**config.mk**
```make
export PLATFORM = sky130hd
export DESIGN_NAME = accum_block
export DESIGN_NICKNAME = d
export VERILOG_FILES = /design/src/rtl/accum_block.sv
export SDC_FILE = /design/constraint.sdc
export NUM_CORES = 1
export LEC_CHECK = 0
export CAP_MARGIN = 40
export CELL_PAD_IN_SITES_DETAIL_PLACEMENT = 0
export CELL_PAD_IN_SITES_GLOBAL_PLACEMENT = 1
export CORE_MARGIN = 8
export CORE_UTILIZATION = 40
export CTS_CLUSTER_DIAMETER = 30
export DETAILED_ROUTE_END_ITERATION = 16
export PLACE_DENSITY_LB_ADDON = 0.1
export SETUP_SLACK_MARGIN = 0.2
export SYNTH_ARGS = -nofsm -noshare
export SYNTH_HDL_FRONTEND = slang
export SYNTH_SLANG_ARGS = --single-unit
```
**constraint.sdc**
```tcl
create_clock -name clk -period 2.35 [get_ports clk]
set_clock_uncertainty 0.1 [all_clocks]
set_input_delay 0.3525 -clock clk [delete_from_list [all_inputs] [get_ports clk]]
set_output_delay 0.3525 -clock clk [all_outputs]
set_load 0.03 [all_outputs]
```
**src/rtl/accum_block.sv**
```systemverilog
// Block accumulator: ADD/SUB/HOLD/CLR beats into a wide accumulator, emitting on a full block or a flush.
// Optional macro ACCUM_SATURATE_EN clamps ADD/SUB results instead of wrapping.
module accum_block #(
    parameter int WIDTH     = 8,
    parameter int ACC_WIDTH = 16,
    parameter int COUNT_MAX = 4,
    localparam int CNT_W    = $clog2(COUNT_MAX + 1)
) (
    input  logic                 clk,
    input  logic                 rst_n,
    input  logic [WIDTH-1:0]     in_data,
    input  logic [1:0]           in_mode,
    input  logic                 in_valid,
    output logic                 in_ready,
    input  logic                 flush,
    output logic [ACC_WIDTH-1:0] out_data,
    output logic [CNT_W-1:0]     out_count,
    output logic                 out_ovf,
    output logic                 out_valid,
    input  logic                 out_ready
);

    typedef enum logic {ACCUM, EMIT} state_t;
    typedef enum logic [1:0] {MODE_CLR = 2'b00, MODE_ADD = 2'b01,
                              MODE_SUB = 2'b10, MODE_HOLD = 2'b11} mode_t;

    state_t                 state, next_state;
    logic [ACC_WIDTH-1:0]   acc, acc_d;
    logic [CNT_W-1:0]       count, count_d;
    logic                   ovf, ovf_d;
    logic                   accept;
    logic [ACC_WIDTH:0]     ext, sum, diff;

    assign in_ready  = (state == ACCUM);
    assign out_valid = (state == EMIT);
    assign out_data  = acc;
    assign out_count = count;
    assign out_ovf   = ovf;
    assign accept    = in_valid && in_ready;

    // Extra top bit carries the ADD carry-out / SUB borrow.
    assign ext  = (ACC_WIDTH + 1)'(in_data);
    assign sum  = {1'b0, acc} + ext;
    assign diff = {1'b0, acc} - ext;

    always_comb begin
        next_state = state;
        acc_d      = acc;
        count_d    = count;
        ovf_d      = ovf;
        case (state)
            ACCUM: begin
                if (accept) begin
                    case (mode_t'(in_mode))
                        MODE_CLR: begin
                            acc_d   = '0;
                            count_d = '0;
                            ovf_d   = 1'b0;
                        end
                        MODE_ADD: begin
`ifdef ACCUM_SATURATE_EN
                            acc_d = sum[ACC_WIDTH] ? '1 : sum[ACC_WIDTH-1:0];
`else
                            acc_d = sum[ACC_WIDTH-1:0];
`endif
                            ovf_d   = ovf | sum[ACC_WIDTH];
                            count_d = count + CNT_W'(1);
                        end
                        MODE_SUB: begin
`ifdef ACCUM_SATURATE_EN
                            acc_d = diff[ACC_WIDTH] ? '0 : diff[ACC_WIDTH-1:0];
`else
                            acc_d = diff[ACC_WIDTH-1:0];
`endif
                            ovf_d   = ovf | diff[ACC_WIDTH];
                            count_d = count + CNT_W'(1);
                        end
                        default: count_d = count + CNT_W'(1);
                    endcase
                    if (in_mode != MODE_CLR &&
                        (count_d == CNT_W'(COUNT_MAX) || flush))
                        next_state = EMIT;
                end else if (flush && count != '0) begin
                    next_state = EMIT;
                end
            end
            EMIT: begin
                if (out_ready) begin
                    acc_d      = '0;
                    count_d    = '0;
                    ovf_d      = 1'b0;
                    next_state = ACCUM;
                end
            end
            default: next_state = ACCUM;
        endcase
    end

    always_ff @(posedge clk or negedge rst_n) begin
        if (!rst_n) begin
            state <= ACCUM;
            acc   <= '0;
            count <= '0;
            ovf   <= 1'b0;
        end else begin
            state <= next_state;
            acc   <= acc_d;
            count <= count_d;
            ovf   <= ovf_d;
        end
    end

endmodule

```
After elaboration in Yosys (flattened, before gate mapping)
Index checks and enable logic that the tools add are counted.
{"block": "word_totals", "word_cells": 44, "reg_bits": 21}
{"block": "classes", "n_reduce_logical": 9, "n_mux": 19, "eq_ne": 6, "n_bitwise": 3, "n_addsub": 3}
{"operator": "$pmux 16 s3", "n": 1}
{"operator": "$mux 16", "n": 2}
{"operator": "$pmux 16 s2", "n": 1}
{"operator": "$add 16x8->17", "n": 1}
{"operator": "$sub 16x8->17", "n": 1}
{"operator": "$mux 3", "n": 5}
{"operator": "$mux 1", "n": 6}
{"operator": "$pmux 3 s2", "n": 1}
{"operator": "$ne 4x1->1 const B", "n": 1}
{"operator": "$pmux 1 s2", "n": 2}
{"operator": "$add 3x1->3 const B", "n": 1}
{"operator": "$eq 3x3->1 const B", "n": 1}
{"operator": "$logic_and 1x1->1", "n": 3}
{"operator": "$pmux 1 s3", "n": 1}
{"operator": "$reduce_and 3->1", "n": 1}
{"operator": "$reduce_bool 3->1", "n": 1}
{"operator": "$eq 2x1->1 const B", "n": 1}
{"operator": "$eq 2x2->1 const B", "n": 1}
{"operator": "$logic_not 2->1", "n": 1}
{"operator": "$ne 2x1->1 const B", "n": 1}
{"operator": "$ne 2x2->1 const B", "n": 1}
{"operator": "$or 1x1->1", "n": 2}
{"operator": "$reduce_and 2->1", "n": 1}
{"operator": "$reduce_bool 2->1", "n": 1}
{"operator": "2 further kinds", "n": 2}

Depth between registers and ports, before layout
Gate-level depths: netlist (run 1).
{"block": "logic_depth", "ltp_word": 10, "mapped_depth": 9}

Worst setup path before layout (run 1)
Ideal clock, no wire load.
{"block": "synth_path", "path_kind": "register -> register", "startpoint": "register acc[0], in the netlist out_data[0]", "endpoint": "register acc[14], in the netlist out_data[14]", "required_ps": 2112, "stages_incl_launch_ff": 10, "setup_slack_ps": -55, "synth_period_minus_slack_ps": 2405, "arrival_time_ps": 2167, "cell_sequence": "dfrtp_1 > inv_1 > ha_1 > fa_1 > nand2b_1 > a211oi_1 > o31ai_4 > nand4b_1 > xor2_1 > o211ai_1"}
{"block": "synth_between", "elab_chain_cells": 4, "word_cells_on_any_way": 5}
{"item": "start: declaration", "line": "28", "rtl": "logic [ACC_WIDTH-1:0] acc, acc_d;"}
{"item": "start signal: assignment", "line": "102", "rtl": "acc <= '0;"}
{"item": "start signal: assignment", "line": "107", "rtl": "acc <= acc_d;"}
{"item": "$sub 16x8->17 / $add 16x8->17 (equally long branches)", "line": "44, 43"}
{"item": "$pmux 16 s3 *", "line": "54", "rtl": "case (mode_t'(in_mode))"}
{"item": "$mux 16 *", "line": "53", "rtl": "if (accept) begin"}
{"item": "$pmux 16 s2 *", "line": "51", "rtl": "case (state)"}
Mark *: on every way between the ends. The rest lies on a longest branch, timed or not. The select of a mux whose other input is x is not followed.
A chain may end at the register's enable or synchronous reset.

Final worst setup path (run 1)
{"block": "layout_path", "startpoint": "register acc[0], in the netlist out_data[0]", "endpoint": "register acc[6], in the netlist out_data[6]"}
Same word-level chain as after synthesis.

==> impl_metrics.yaml, run 1 <==
run_status:
  status: "finished clean"
worst_setup_path:
  arrival_ns: 2.19
  path_class: "reg -> reg"
  cp_max_fo: 3
  r2r-end: "out_data[6]$_DFFE_PN0P_"
  worstReg2RegStart: "out_data[0]$_DFFE_PN0P_"
  crit_start: "out_data[0]$_DFFE_PN0P_"
  reg2regPathDepth: 11
  rrSetupSlack_ns: 0.22
  cp.required_ns: 2.41
  cp-start-kind: "flip-flop"
  endpoint_kind: "flip-flop"
drt:
  drc: 0
  routed_wl_microns: 7440
  wl_per_cell_microns: 16.9
  viasPerCell: 5.53
  drtIter0Drc: 100
  vias: 2432
  antenna_left: 0
  dr.pass1.iters: 4
synthesis:
  synth_cell_type_count: 63
  async_flop_share_pct: 100
  yosys-top-cells-area: "dfrtp_1 (24%), ha_1 (12%), inv_1 (4.1%)"
  synthesis.instances: 265
  synthesis.area_sq_mm: 0.00222
  synth_flop_cell: "dfrtp_1"
  syn_nets: 304
  synth_top_area_share_pct: 23.7
  yosysTopAreaCell: "dfrtp_1"
  synth_edf_count: 0
  ys_ff_latch: 21
  syn_area_per_cell_sq_um: 8.37
  yosysWarnings: 0
  ys_seq_area_share_pct: 23.7
floorplanning:
  core_sq_mm: 0.00544
  initial_utilization_pct: 40.8
  die_x_microns: 90.5
  io_pins: 37
  fp.dieH_microns: 90.5
  rows: 27
  die_area_sq_mm: 0.00818
timing:
  whs_ns: 0.334
  timing.fmax_mhz: 469
  layout_setup_ws_ns: 0.216
  rsz0062_at_grt: "yes"
  hold_viol: 0
  finalSetupViolCount: 0
  fin_crit_sh_pct: 90.8
  tightest_slew_ns: 0.376
  slew_headroom_pct: 74.7
  min_period_ns: 2.13
  drv_slew: 0
pwr:
  p_leak_nw: 1.59
  power_density_mw_per_mm2: 1080
  peakVddDrop_mv: 0.558
global_routing:
  grt_overflow: 0
  grt_max_degree: 22
  grt_pass1_vias: 2515
  grtUsageTotal_pct: 17.9
  grt_pass1_wl_microns: 12300
  antenna_found_initial: 0
layout:
  n_antenna_cell: 0
  drive_gt1_share_pct: 45.1
  syn_to_final_growth_pct: 65.9
  nNetsFinal: 408
job:
  max_cap_violations: 0
cts:
  cts_hold_buffers: 0
  cts_buffer_depth: 2
  cts_tree: "done"
  clock-root-buffer: "clkbuf_8"
  cts_buffers: 3
  clk_pin_slew_worst_paths_ns: 0.09
  ctsHtreeMaxLevel: 1
  clkLatencyLatePin_ns: 0.27
  clock-sinks: 21
place:
  pre_cts_ws_ns: -0.439
  gp_congestion: 0.863
  dpl.hpwl_microns: 5240
  portBuffers: 36
hold_path:
  hp-class: "in -> async"
==> report_power, final <==
part	switching (W)	leakage [nW]	total, W	internal [W]
combinational	0.00152	1.30	0.00298	0.00147
clock	0.000141	0.0228	0.000263	0.000121
sequential	0.000236	0.269	0.000734	0.000498
total	0.00189	1.59	0.00398	0.00209
==> registers in the layout, summed over array words and instances, names as in the netlist <==
name / count
out_data: 16
out_count: 3
out_ovf: 1
out_valid: 1
==> cells by family (layout without fill, tap and decap cells) <==
kind of cell,after synthesis,count (layout),share of synthesized area (%)
and+or+nand+nor,84,84,21.1
DFF,21,21,23.7
AOI/OAI and AO/OA,89,89,30.1
xor gates and xnor gates,9,9,3.55
buffers and inverters,38,141,7.33
adders and majority gates,24,24,14.2
==> cell usage after synthesis, types with 5 or more instances <==
library cell,number
a21oi_1,14
buf_2,7
clkbuf_1,5
dfrtp_1,21
ha_1,22
inv_1,24
nand2_1,13
nand2b_1,8
nand3_1,11
nor2_1,18
nor2b_1,6
o21a_1,5
o21ai_0,15
xnor2_1,5
==> repair_timing <==
action,4_1_cts,5_1_grt
gates resized for setup,65,41
endpoints found under the hold margin,0,0
setup buffers,9,6
endpoints found under the setup margin,13,16
pin swaps,29,30
==> routing by layer <==
layer	share of wire (%)	GRT usage (%)	vias up	wire (microns)
met1	46	22.4	1169	3430
met4	2.1	6.52	0	159
met2	48	30.0	63	3560
met5	0	0	-	0
li1	-	-	1185	-
met3	3.9	2.66	15	290
==> stage by stage <==
stage	TNS (ns)	utilization [%]	area (sq um)	instances	total power, W
detailed placement	-4.66	57.7	3140	421	0.00311
floorplan	0	-	2280	265	0.00213
finish	0	67.7	3680	440	0.00398
global placement	-4.60	57.7	3140	421	0.00310
CTS	0	64.2	3490	434	0.00377
global route	0	67.7	3680	440	0.00425
==> how the worst max path moves through the flow <==
stage | slack [ns] | to
after global routing | 0.1 | out_data[11]$_DFFE_PN0P_
after global placement | -0.49 | out_data[11]$_DFFE_PN0P_
after CTS | 0.17 | out_data[14]$_DFFE_PN0P_
after detailed placement | -0.44 | out_data[11]$_DFFE_PN0P_
final | 0.22 | out_data[6]$_DFFE_PN0P_
after floorplan | 0.14 | out_data[14]$_DFFE_PN0P_
==> area by class of cell <==
type	instances	area (sq um)
clock buffers	4	45.0
fillers	467	1760
inverters	24	90.1
multi-input cells	206	1950
flip-flops and latches	21	534
well taps	72	90.1
repair buffers	113	972
==> placed cells by master (no fill, tap or decap), types with 9 or more instances in the layout <==
master           instances
o21ai_0                 11
nand3_1                  9
ha_1                    11
clkdlybuf4s50_1         26
inv_1                   13
a21oi_1                 11
nor2_1                  15
ha_4                    11
buf_6                    9
buf_4                   67
inv_2                   11
dfrtp_1                 14
==> critical path, cell delays in order (launching register included) <==
cell and delay [ns]:
dfrtp_2 0.40, ha_4 0.14, inv_2 0.03, fa_2 0.36
o21bai_4 0.18, a211oi_4 0.10, buf_4 0.15, buf_6 0.11
o21bai_4 0.13, xnor2_1 0.09, a22oi_1 0.14, o21ai_1 0.10
Note: power is estimated with default switching activity, not from simulation.
==> run 2: changes to the inputs <==
--- a/config.mk
+++ b/config.mk
@@ -5,11 +5,11 @@
 export SDC_FILE = /design/constraint.sdc
 export NUM_CORES = 1
 export LEC_CHECK = 0
-export CAP_MARGIN = 40
+export CAP_MARGIN = 20
 export CELL_PAD_IN_SITES_DETAIL_PLACEMENT = 0
 export CELL_PAD_IN_SITES_GLOBAL_PLACEMENT = 1
 export CORE_MARGIN = 8
-export CORE_UTILIZATION = 40
+export CORE_UTILIZATION = 43
 export CTS_CLUSTER_DIAMETER = 30
 export DETAILED_ROUTE_END_ITERATION = 16
 export PLACE_DENSITY_LB_ADDON = 0.1
==> constraint.sdc (replaced) <==
create_clock -name clk -period 2.5 [get_ports clk]
set_clock_uncertainty 0.1 [all_clocks]
set_input_delay 0.375 -clock clk [delete_from_list [all_inputs] [get_ports clk]]
set_output_delay 0.375 -clock clk [all_outputs]
set_load 0.03 [all_outputs]
==> impl_metrics.yaml, run 2 (synthesized netlist as in run 1, its figures left out) <==
global_routing:
  grtUsageTotal_pct: 18.0
  grt_max_degree: 22
  grt_pass1_vias: 2314
  grt_overflow: 0
  grt_pass1_wl_microns: 11100
  antenna_found_initial: 0
timing:
  finalSetupViolCount: 0
  fin_crit_sh_pct: 89.9
  min_period_ns: 2.25
  hold_viol: 0
  slew_headroom_pct: 73.7
  drv_slew: 0
  timing.fmax_mhz: 445
  finalSetupTns_ns: 0
  whs_ns: 0.355
  rsz0062_at_grt: "yes"
  tightest_slew_ns: 0.391
pwr:
  pwr-share-seq_pct: 20.1
  p_int_w: 0.00178
  p_leak_nw: 1.49
  pwr-share-clk_pct: 7.2
  switching_share_pct: 47.9
  peakVddDrop_mv: 0.509
  comb_power_share_pct: 72.7
  p_sw_w: 0.00164
  power_density_mw_per_mm2: 1010
cts:
  cts_buffer_depth: 2
  clk_pin_slew_worst_paths_ns: 0.09
  ctsHtreeMaxLevel: 1
  clock-root-buffer: "clkbuf_8"
  clkLatencyLatePin_ns: 0.27
  cts_hold_buffers: 0
  clock-sinks: 21
  cts_buffers: 3
  cts_tree: "done"
place:
  placed_area_sq_mm: 0.00297
  portBuffers: 36
  gp_congestion: 0.864
  dpl.hpwl_microns: 4940
hold_path:
  hp-class: "in -> async"
worst_setup_path:
  cp_max_fo: 4
  crit_start: "out_data[0]$_DFFE_PN0P_"
  cp_top_family: "compound AO/OA/AOI/OAI gates"
  cp.required_ns: 2.60
  cp-start-kind: "flip-flop"
  cp_cell_sequence: "inv_2 > ha_4 > fa_2 > nand2b_4 > a211oi_4 > o31ai_4 > buf_4 > a31oi_1 > o21ai_1 > o211ai_1"
  endpoint_kind: "flip-flop"
  slowest_stage: "dfrtp_2"
  worstReg2RegStart: "out_data[0]$_DFFE_PN0P_"
  cp_num_buf_inv: 2
  arrival_ns: 2.34
  max_stage_delay_ns: 0.39
  path_class: "reg -> reg"
layout:
  nNetsFinal: 386
  mostFrequentLayoutCell: "buf_4"
  largest_reg_flops: 16
  n_antenna_cell: 0
  mostFrequentLayoutCells: "buf_4 (50), clkdlybuf4s50_1 (28), dfrtp_1 (19), inv_1 (17), nor2_1 (17)"
  syn_to_final_growth_pct: 52.3
  final_util_pct: 67.0
  drive_gt1_share_pct: 34.7
  final_cell_area_sq_mm: 0.00338
floorplanning:
  die_area_sq_mm: 0.00771
  io_pins: 37
  core_sq_mm: 0.00504
  rows: 26
  die_x_microns: 87.8
  initial_utilization_pct: 44.0
  fp.dieH_microns: 87.8
drt:
  dr.pass1.iters: 4
  drtIter0Drc: 106
  routed_wl_microns: 6810
  vias: 2357
  wl_per_cell_microns: 16.4
  antenna_left: 0
  drc: 0
  viasPerCell: 5.67
job:
  max_cap_violations: 0
run_status:
  status: "finished clean"
run 2: layout make-up:
type                       count  area, sq um
multi-input combinational    206         1820
fill                         407         1660
timing repair buffer          91          810
sequential                    21          528
inverter                      24         90.1
tap                           70         87.6
clock buffer                   4         45.0
run 2: worst paths after layout:
kind	endpoint	slack [ns]	depth (start not counted)
setup reg to reg	out_data[10]$_DFFE_PN0P_	0.25	10
hold reg to reg	out_ovf$_DFFE_PN0P_	0.45	1
min in group clk	out_ovf$_DFFE_PN0P_	0.45	1
max in group asynchronous	out_data[1]$_DFFE_PN0P_	1.69	2
hold / removal	out_data[4]$_DFFE_PN0P_	0.35	2
setup / recovery	out_data[10]$_DFFE_PN0P_	0.25	10
run 2: per-layer routing:
layer  vias up  wire (microns)  GRT usage, %
met4         0              73          4.69
li1       1138               -             -
met2        58            3270          29.8
met1      1153            3080          23.5
met3         8             395          2.91
met5         -               0             0
run 2: worst reg2reg max path: cells and delay by family (launching register included):
| kind | cells | cell delay [ns] |
|---|---|---|
| AND/OR/NAND/NOR | 1 | 0.17 |
| adder cells (fa/ha/maj) | 2 | 0.53 |
| buffers and inverters | 2 | 0.22 |
| flip-flops | 1 | 0.39 |
| AO/OA/AOI/OAI | 5 | 0.76 |
run 2: timing repair:
item | 4_1_cts | 5_1_grt
endpoints found under the setup margin | 12 | 12
buffers inserted | 3 | 4
gates resized for setup | 21 | 51
pin swaps | 10 | 27
run 2: per-stage QoR:
| step | std cells | total power, W | setup slack [ns] |
|---|---|---|---|
| final | 416 | 0.00343 | 0.254 |
| after global routing | 416 | 0.00366 | 0.142 |
| after CTS | 412 | 0.00320 | 0.175 |
| after detailed placement | 405 | 0.00278 | -0.265 |
| after global placement | 405 | 0.00277 | -0.261 |
| after floorplan | 265 | 0.00195 | 0.255 |
run 2: power by group through the flow:
stage | Clock, W | Sequential (W) | Combinational, W
floorplan | 0 | 0.000835 | 0.00112
global placement | 0 | 0.000662 | 0.00211
detailed placement | 0 | 0.000664 | 0.00211
CTS | 0.000253 | 0.000673 | 0.00227
global route | 0.000261 | 0.000722 | 0.00267
finish | 0.000246 | 0.000689 | 0.00249
==> run 3: changes to the inputs <==
--- a/config.mk
+++ b/config.mk
@@ -8,7 +8,6 @@
 export CAP_MARGIN = 20
 export CELL_PAD_IN_SITES_DETAIL_PLACEMENT = 0
 export CELL_PAD_IN_SITES_GLOBAL_PLACEMENT = 1
-export CORE_MARGIN = 8
 export CORE_UTILIZATION = 43
 export CTS_CLUSTER_DIAMETER = 30
 export DETAILED_ROUTE_END_ITERATION = 16
==> impl_metrics.yaml, run 3 (synthesized netlist as in run 1, its figures left out) <==
global_routing:
  grt_overflow: 0
  grtUsageTotal_pct: 25.9
  grt_max_degree: 22
  grt_pass1_vias: 2283
  antenna_found_initial: 0
  grt_pass1_wl_microns: 10700
layout:
  final_cell_area_sq_mm: 0.00337
  nNetsFinal: 379
  n_antenna_cell: 0
  mostFrequentLayoutCells: "buf_4 (40), clkdlybuf4s50_1 (29), dfrtp_1 (19), inv_1 (17), nor2_1 (16)"
  num-fill-cells: 404
  mostFrequentLayoutCell: "buf_4"
  drive_gt1_share_pct: 33.3
  largest_reg_flops: 16
  syn_to_final_growth_pct: 52.1
job:
  max_cap_violations: 0
cts:
  cts_buffers: 3
  clock-sinks: 21
  clock-root-buffer: "clkbuf_8"
  clkLatencyLatePin_ns: 0.27
  cts_tree: "done"
  cts_hold_buffers: 0
  clk_pin_slew_worst_paths_ns: 0.09
  ctsHtreeMaxLevel: 1
  cts_buffer_depth: 2
timing:
  rsz0062_at_grt: "yes"
  hold_viol: 0
  timing.fmax_mhz: 440
  finalSetupViolCount: 0
  tightest_slew_ns: 0.396
  finalSetupTns_ns: 0
  fin_crit_sh_pct: 90.9
  min_period_ns: 2.27
  slew_headroom_pct: 73.4
  layout_setup_ws_ns: 0.227
  drv_slew: 0
worst_setup_path:
  cp-start-kind: "primary input"
  cp_cell_sequence: "clkdlybuf4s50_1 > inv_1 > ha_4 > buf_4 > nand3_1 > a21o_4 > buf_4 > and2_4 > a221oi_2 > a21oi_2"
  cp_max_fo: 4
  endpoint_kind: "flip-flop"
  path_class: "in -> reg"
  cp_top_family: "buffers and inverters"
  cpMostUsedCell: "buf_4"
  cp_num_buf_inv: 4
  max_stage_delay_ns: 0.48
  arrival_ns: 2.33
  slowest_stage: "clkdlybuf4s50_1"
  cp.required_ns: 2.56
place:
  dpl.hpwl_microns: 4670
  pre_cts_ws_ns: -0.298
  placed_area_sq_mm: 0.00292
  gp_congestion: 0.873
  portBuffers: 36
drt:
  vias: 2342
  dr.pass1.iters: 4
  wl_per_cell_microns: 17.0
  antenna_left: 0
  viasPerCell: 5.77
  drc: 0
  drtIter0Drc: 137
  routed_wl_microns: 6890
pwr:
  power_w: 0.00346
  peakVddDrop_mv: 0.608
  p_leak_nw: 1.48
  power_density_mw_per_mm2: 1030
floorplanning:
  die_area_sq_mm: 0.00545
  die_x_microns: 73.8
  io_pins: 37
  initial_utilization_pct: 45.8
  fp.dieH_microns: 73.8
  core_sq_mm: 0.00485
  rows: 25
run_status:
  status: "finished clean"
hold_path:
  hp-class: "in -> async"
==> run 3: changes by cell type in the layout (fill, tap and decap cells not counted), sizes merged <==
cell / previous run / this run
clkdlybuf4s50: 28 / 29
buf: 55 / 48
clkinv: 0 / 1
clkbuf: 5 / 3
==> run 3: area by class of cell <==
type / instances / area (sq um) / area share [%]
clock buffers: 3 / 41.3 / 1.22
flip-flops and latches: 21 / 528 / 15.7
clock inverters: 1 / 5.00 / 0.148
inverters: 24 / 90.1 / 2.67
multi-input cells: 206 / 1840 / 54.6
well taps: 67 / 83.8 / 2.49
repair buffers: 84 / 782 / 23.2
==> run 3: per-stage QoR <==
step	util, %	std cells	hold slack (ns)
floorplan	-	265	-0.0206
global placement	60.1	393	0.421
detailed placement	60.1	393	0.433
CTS	65.7	401	0.368
global route	69.6	406	0.396
finish	69.6	406	0.355
==> run 3: timing repair <==
action,in CTS,in global routing
buffers inserted,4,5
resized for setup,36,42
endpoints found under the setup margin,13,11
pin swaps,20,23
==> run 3: final timing paths <==
path | slack (ns) | depth (start not counted) | end | from
worst max-delay path | 0.23 | 10 | out_data[9]$_DFFE_PN0P_ | in_data[7]
worst min-delay path | 0.35 | 2 | out_data[2]$_DFFE_PN0P_ | rst_n
worst max register to register | 0.30 | 9 | out_data[12]$_DFFE_PN0P_ | out_data[0]$_DFFE_PN0P_
worst min register to register | 0.45 | 1 | out_ovf$_DFFE_PN0P_ | out_ovf$_DFFE_PN0P_
max in group asynchronous | 1.69 | 2 | out_data[1]$_DFFE_PN0P_ | rst_n
min in group clk | 0.45 | 1 | out_ovf$_DFFE_PN0P_ | out_ovf$_DFFE_PN0P_
==> run 3: where the power goes <==
part           internal (W)  total, W  switching (W)
combinational       0.00121   0.00252        0.00131
clock              0.000112  0.000248       0.000136
sequential         0.000461  0.000692       0.000231
==> run 3: per-layer routing <==
| layer | routed length, microns | part of all wire (%) | GRT usage, % |
|---|---|---|---|
| met1 | 3070 | 45 | 33.1 |
| met2 | 3460 | 50 | 45.2 |
| met3 | 281 | 4.1 | 3.02 |
| met4 | 74 | 1.1 | 8.33 |
| met5 | 0 | 0 | 0 |
